## src/rtl/aes_byte_stream_host.sv

```systemverilog
// aes_byte_stream_host
// Host-side companion for an 8-bit serial AES-128 encryption core.
// Collects 16 key bytes and then 16 plaintext bytes from a valid/ready byte
// stream. It then releases the core from reset and feeds it one key byte and
// one plaintext byte per clock for 16 cycles. It waits for the core's sticky
// data-valid, captures 16 ciphertext bytes, and returns them over a
// valid/ready stream with a last marker.
//
// Ports:
//   clk          clock
//   rst          synchronous reset, active low
//   in_data      host byte (0-15 key, 16-31 plaintext, MSB-first)
//   in_valid     in_data valid
//   in_ready     byte accepted this cycle when in_valid is also high
//   core_rst     active-high reset to the AES core
//   core_key     key byte to the core
//   core_din     plaintext byte to the core
//   core_dout    ciphertext byte from the core
//   core_dvld    core data-valid (sticky until the core is reset)
//   out_data     ciphertext byte to the host
//   out_valid    out_data valid
//   out_ready    host accepts out_data
//   out_last     marks the 16th ciphertext byte
//   busy         high while streaming, waiting, capturing or draining
//   err_timeout  sticky; core never raised data-valid in time
module aes_byte_stream_host #(
  parameter int NBYTES      = 16,
  parameter int TIMEOUT_CYC = 4095,
  parameter int TO_W        = 12
) (
  input  logic       clk,
  input  logic       rst,
  input  logic [7:0] in_data,
  input  logic       in_valid,
  output logic       in_ready,
  output logic       core_rst,
  output logic [7:0] core_key,
  output logic [7:0] core_din,
  input  logic [7:0] core_dout,
  input  logic       core_dvld,
  output logic [7:0] out_data,
  output logic       out_valid,
  input  logic       out_ready,
  output logic       out_last,
  output logic       busy,
  output logic       err_timeout
);

  typedef enum logic [2:0] {
    S_FILL,
    S_STREAM,
    S_WAIT,
    S_CAPTURE,
    S_DRAIN
  } state_t;

  localparam logic [3:0] LAST_IDX   = 4'(NBYTES - 1);
  localparam logic [3:0] PRE_LAST   = 4'(NBYTES - 2);
  localparam logic [4:0] FILL_LAST  = 5'(2 * NBYTES - 1);
  localparam logic [TO_W-1:0] TO_LAST = TO_W'(TIMEOUT_CYC - 1);

  // Byte buffers, written through enables from the next-state logic.
  logic [7:0] key_buf [NBYTES];
  logic [7:0] pt_buf  [NBYTES];
  logic [7:0] ct_buf  [NBYTES];

  state_t          state_reg,    state_next;
  logic [4:0]      idx_reg,      idx_next;
  logic [TO_W-1:0] to_cnt_reg,   to_cnt_next;
  logic            core_rst_reg, core_rst_next;
  logic [7:0]      core_key_reg, core_key_next;
  logic [7:0]      core_din_reg, core_din_next;
  logic [7:0]      out_data_reg, out_data_next;
  logic            out_valid_reg, out_valid_next;
  logic            out_last_reg, out_last_next;
  logic            busy_reg,     busy_next;
  logic            err_reg,      err_next;

  logic key_we, pt_we, ct_we;
  logic accept;

  // Every read is one slot ahead of the current index: the registered output
  // must hold byte idx+1 after the edge that advances idx. The 4-bit wrap
  // makes the same address yield slot 0 when leaving FILL (idx 31) and when
  // leaving CAPTURE (idx 15).
  logic [3:0] rd_addr;
  assign rd_addr = idx_reg[3:0] + 4'd1;

  assign in_ready = (state_reg == S_FILL) && rst;
  assign accept   = in_valid && in_ready;

  // Key bytes land at idx 0-15 and plaintext at idx 16-31. So the low four
  // index bits are the slot in either buffer.
  always_ff @(posedge clk) begin
    if (key_we) key_buf[idx_reg[3:0]] <= in_data;
    if (pt_we)  pt_buf[idx_reg[3:0]]  <= in_data;
    if (ct_we)  ct_buf[idx_reg[3:0]]  <= core_dout;
  end

  always_ff @(posedge clk) begin
    if (!rst) begin
      state_reg     <= S_FILL;
      idx_reg       <= '0;
      to_cnt_reg    <= '0;
      core_rst_reg  <= 1'b1;
      core_key_reg  <= '0;
      core_din_reg  <= '0;
      out_data_reg  <= '0;
      out_valid_reg <= 1'b0;
      out_last_reg  <= 1'b0;
      busy_reg      <= 1'b0;
      err_reg       <= 1'b0;
    end else begin
      state_reg     <= state_next;
      idx_reg       <= idx_next;
      to_cnt_reg    <= to_cnt_next;
      core_rst_reg  <= core_rst_next;
      core_key_reg  <= core_key_next;
      core_din_reg  <= core_din_next;
      out_data_reg  <= out_data_next;
      out_valid_reg <= out_valid_next;
      out_last_reg  <= out_last_next;
      busy_reg      <= busy_next;
      err_reg       <= err_next;
    end
  end

  always_comb begin
    state_next     = state_reg;
    idx_next       = idx_reg;
    to_cnt_next    = to_cnt_reg;
    core_rst_next  = core_rst_reg;
    core_key_next  = core_key_reg;
    core_din_next  = core_din_reg;
    out_data_next  = out_data_reg;
    out_valid_next = out_valid_reg;
    out_last_next  = out_last_reg;
    err_next       = err_reg;
    key_we         = 1'b0;
    pt_we          = 1'b0;
    ct_we          = 1'b0;

    case (state_reg)
      S_FILL: begin
        core_rst_next = 1'b1;
        if (accept) begin
          err_next = 1'b0;
          key_we   = !idx_reg[4];
          pt_we    = idx_reg[4];
          if (idx_reg == FILL_LAST) begin
            // Release the core with byte 0 already on its inputs.
            state_next    = S_STREAM;
            idx_next      = '0;
            core_rst_next = 1'b0;
            core_key_next = key_buf[rd_addr];
            core_din_next = pt_buf[rd_addr];
          end else begin
            idx_next = idx_reg + 5'd1;
          end
        end
      end

      S_STREAM: begin
        if (idx_reg[3:0] == LAST_IDX) begin
          state_next    = S_WAIT;
          idx_next      = '0;
          to_cnt_next   = '0;
          core_key_next = '0;
          core_din_next = '0;
        end else begin
          idx_next      = idx_reg + 5'd1;
          core_key_next = key_buf[rd_addr];
          core_din_next = pt_buf[rd_addr];
        end
      end

      S_WAIT: begin
        to_cnt_next = to_cnt_reg + TO_W'(1);
        if (core_dvld) begin
          // The first valid cycle already carries ciphertext byte 0.
          ct_we      = 1'b1;
          idx_next   = 5'd1;
          state_next = S_CAPTURE;
        end else if (to_cnt_reg == TO_LAST) begin
          err_next      = 1'b1;
          core_rst_next = 1'b1;
          idx_next      = '0;
          state_next    = S_FILL;
        end
      end

      S_CAPTURE: begin
        ct_we = 1'b1;
        if (idx_reg[3:0] == LAST_IDX) begin
          state_next     = S_DRAIN;
          idx_next       = '0;
          core_rst_next  = 1'b1;
          out_valid_next = 1'b1;
          out_last_next  = 1'b0;
          out_data_next  = ct_buf[rd_addr];
        end else begin
          idx_next = idx_reg + 5'd1;
        end
      end

      S_DRAIN: begin
        if (out_ready) begin
          if (idx_reg[3:0] == LAST_IDX) begin
            out_valid_next = 1'b0;
            out_last_next  = 1'b0;
            out_data_next  = '0;
            idx_next       = '0;
            state_next     = S_FILL;
          end else begin
            idx_next      = idx_reg + 5'd1;
            out_data_next = ct_buf[rd_addr];
            out_last_next = (idx_reg[3:0] == PRE_LAST);
          end
        end
      end

      default: begin
        state_next    = S_FILL;
        idx_next      = '0;
        core_rst_next = 1'b1;
      end
    endcase
  end

  // busy follows the registered state, so it drops the cycle after the final handshake.
  assign busy_next = (state_next != S_FILL);

  assign core_rst    = core_rst_reg;
  assign core_key    = core_key_reg;
  assign core_din    = core_din_reg;
  assign out_data    = out_data_reg;
  assign out_valid   = out_valid_reg;
  assign out_last    = out_last_reg;
  assign busy        = busy_reg;
  assign err_timeout = err_reg;

endmodule
```

## config.mk

```make
export PLATFORM = sky130hd
export DESIGN_NAME = aes_byte_stream_host
export DESIGN_NICKNAME = d
export VERILOG_FILES = /design/src/rtl/aes_byte_stream_host.sv
export SDC_FILE = /design/constraint.sdc
export NUM_CORES = 1
export LEC_CHECK = 0
export ABC_CLOCK_PERIOD_IN_PS = 3700
export CAP_MARGIN = 30
export CORE_MARGIN = 2
export CORE_UTILIZATION = 60
export CTS_CLUSTER_SIZE = 12
export DETAILED_ROUTE_END_ITERATION = 7
export GPL_TIMING_DRIVEN = 0
export HOLD_SLACK_MARGIN = 0.1
export PLACE_DENSITY = 0.78
export SYNTH_ARGS = -nofsm -noshare
export SYNTH_HDL_FRONTEND = slang
export SYNTH_SLANG_ARGS = --single-unit
```

## constraint.sdc

```tcl
create_clock -name clk -period 3.7 [get_ports clk]
set_clock_uncertainty 0.15 [all_clocks]
set_input_delay 0.555 -clock clk [delete_from_list [all_inputs] [get_ports clk]]
set_output_delay 0.555 -clock clk [all_outputs]
set_load 0.02 [all_outputs]
```

==> out/metrics.cfg <==
[outcome]
status = complete, no violations

[worst_hold_path]
min_path_type = register to register

[global_routing]
grt_pass1_wl_mm = 56.2
grt_pass1_vias = 9446
antenna_found_initial = 1
grt_overflow = 0
grt_max_degree = 33
grt_util_all_layers_pct = 26.3

[sta]
finalSetupViolCount = 0
fin_crit_ns = 3.47
drv_slew = 0
setup-tns-final_ns = 0
grt_setup_unrepaired = no
min_period_over_period_pct = 93.7
hold_slack_ns = 0.303
setup_ws_ns = 0.232
hold_viol = 0
fmax_ghz = 0.288
maxSlewHeadroom_pct = 32.8
tightest_slew_ns = 1.00

[logic_synthesis]
synth.mux.area_fraction_pct = 12.8
synthFlopType = edfxtp_1
ys_warn_count = 0
synth_top_family_by_area = multiplexers
synth-edff-count = 384
yosysTopAreaCellShare_pct = 68.1
synth_fa_ha_area_share_pct = 0.591
ys_types = 58
yosysSeqAreaShare_pct = 73.9
syn-cell-area_mm2 = 0.0169
synthXorXnorAreaFrac_pct = 0.362
synth_top_area_cell = edfxtp_1
async_reset_ff_share_pct = 0
syn-num-nets = 1006
avgSynthCellArea_um2 = 17.3
synthSimpleGateAreaFrac_pct = 6.51
synth_seq_cells = 433
synth_top_cells_by_area = edfxtp_1, mux4_2, dfxtp_1
synth_compound_area_share_pct = 4.22
syn-instance-count = 977

[cells_and_area]
finalInstanceArea_mm2 = 0.0195
antenna_cells = 0
final_cells = 1492
post-route-util_pct = 70.1
finalNetCount = 1113
fillers = 1740
drive_gt1_share_pct = 18.0
regArea_mm2 = 0.0125
area_delta_synth_final_pct = 14.9
multiInputGateArea_mm2 = 0.00416

[floorplan]
die_height_um = 172
start_util_pct = 61.0
num_rows = 61
ios = 51
die_area_mm2 = 0.0296
coreArea_mm2 = 0.0278
die_x_um = 172

[route]
firstDrtPassIters = 5
routed_wl_mm = 37.3
ant_nets = 0
drt_iter0_drc = 1510
wl_per_cell_um = 25.0
drc_errors = 0
viasPerCell = 6.30
vias = 9397

[power]
powerDensity_mw_per_mm2 = 516
total_power_mw = 10.0
peakVddDrop_uv = 416
leakagePower_nw = 6.24

[worst_setup_path]
end_kind = register
worstPathRequired_ns = 3.97
cp_max_fo = 10
crit_arrival_ns = 3.73
worst-setup-path-type = register to register
start_kind = register

[place]
placed_cells = 1412
gp_congestion = 0.863
place_area_mm2 = 0.0180
hpwl_mm = 24.4
io_buffers = 50
pre_cts_ws_ns = -0.841

[clock_tree]
root_buffer = clkbuf_16
cts_tree = done
cts_buffers = 44
h-tree-depth = 2
cts.clk_slew.worst_paths_ns = 0.06
clk-insertion-delay-late_ns = 0.54
cts.sinks = 433
clk_path_buf_depth = 3

[flow_run]
drv_cap = 0

## what timing repair did
item / 4_1_cts / 5_1_grt
pin swaps: 0 / 1
hold buffers: 0 / 0
setup endpoints to repair: 25 / 16
gates resized for setup: 13 / 4
setup buffers: 0 / 3
## routing by layer
layer	wire (um)	share of wire (%)	GRT usage (%)
met5	13	0.035	0
met2	18100	49	41.9
met4	968	2.6	7.82
met1	14600	39	37.9
met3	3620	9.7	5.08
## worst max-delay path, stage by stage (launching register included)
cell and delay (ns):
dfxtp_1 0.40, clkbuf_4 0.32, buf_4 0.29, inv_1 0.11
ha_1 0.29, clkbuf_1 0.32, buf_2 0.36, buf_2 0.36
mux4_2 0.35, o22ai_1 0.27, o21ai_0 0.12
## final cells by class
type / count / area share (%)
clock inverter: 8 / 0.373
clock buffer: 68 / 6.65
buffer: 51 / 1.27
multi-input combinational: 481 / 21.4
timing repair buffer: 61 / 3.37
tap: 378 / 2.43
sequential: 433 / 64.3
inverter: 12 / 0.231
## cells in the final DEF (no fill, tap or decap), types with 4 or more instances in the layout
master and n:
buf_4 4, nand3_1 15, mux4_2 96, buf_1 5
clkbuf_8 6, dfxtp_1 49, ha_1 8, edfxtp_1 384
nand2_1 128, buf_8 7, or3_1 6, clkbuf_16 46
xnor2_1 5, nor3_1 5, inv_1 11, o22ai_1 17
clkbuf_1 36, o21ai_0 22, clkdlybuf4s50_1 50, a211o_1 8
nor2b_1 5, clkinv_1 4, buf_2 13, o211ai_1 4
a21oi_1 45, nor2_1 67, clkbuf_2 8
## worst paths after layout
check	start	end	slack (ns)	cells past startpoint
worst max-delay path	idx_reg[0]	core_key[0]	0.23	10
worst min register to register	core_din[3]	core_din[3]	0.30	2
worst min-delay path	core_din[3]	core_din[3]	0.30	2
worst max register to register	idx_reg[0]	core_key[0]	0.23	10
## cells in the mapped netlist (all sizes together) (3+ instances only)
cell type / n
a211o: 8
a21oi: 45
a31oi: 3
and2: 3
buf: 20
clkbuf: 31
dfxtp: 49
edfxtp: 384
ha: 8
inv: 11
mux4: 96
nand2: 128
nand2b: 3
nand3: 15
nand4: 3
nor2: 67
nor2b: 5
nor3: 5
o211ai: 4
o21ai: 24
o22ai: 17
or3: 7
or4: 3
xnor2: 5
## report_power, final
group / switching (mW) / internal (mW)
Combinational: 0.301 / 0.218
Sequential: 0.00361 / 5.32
Clock: 1.74 / 2.46
## cells by family after synthesis
family          after synthesis
flops                       433
mux                          97
fa+ha+maj                     8
simple gates                251
xor+xnor                      7
buf+inv                      63
compound gates              118
Power figures use the tool's default switching activity.
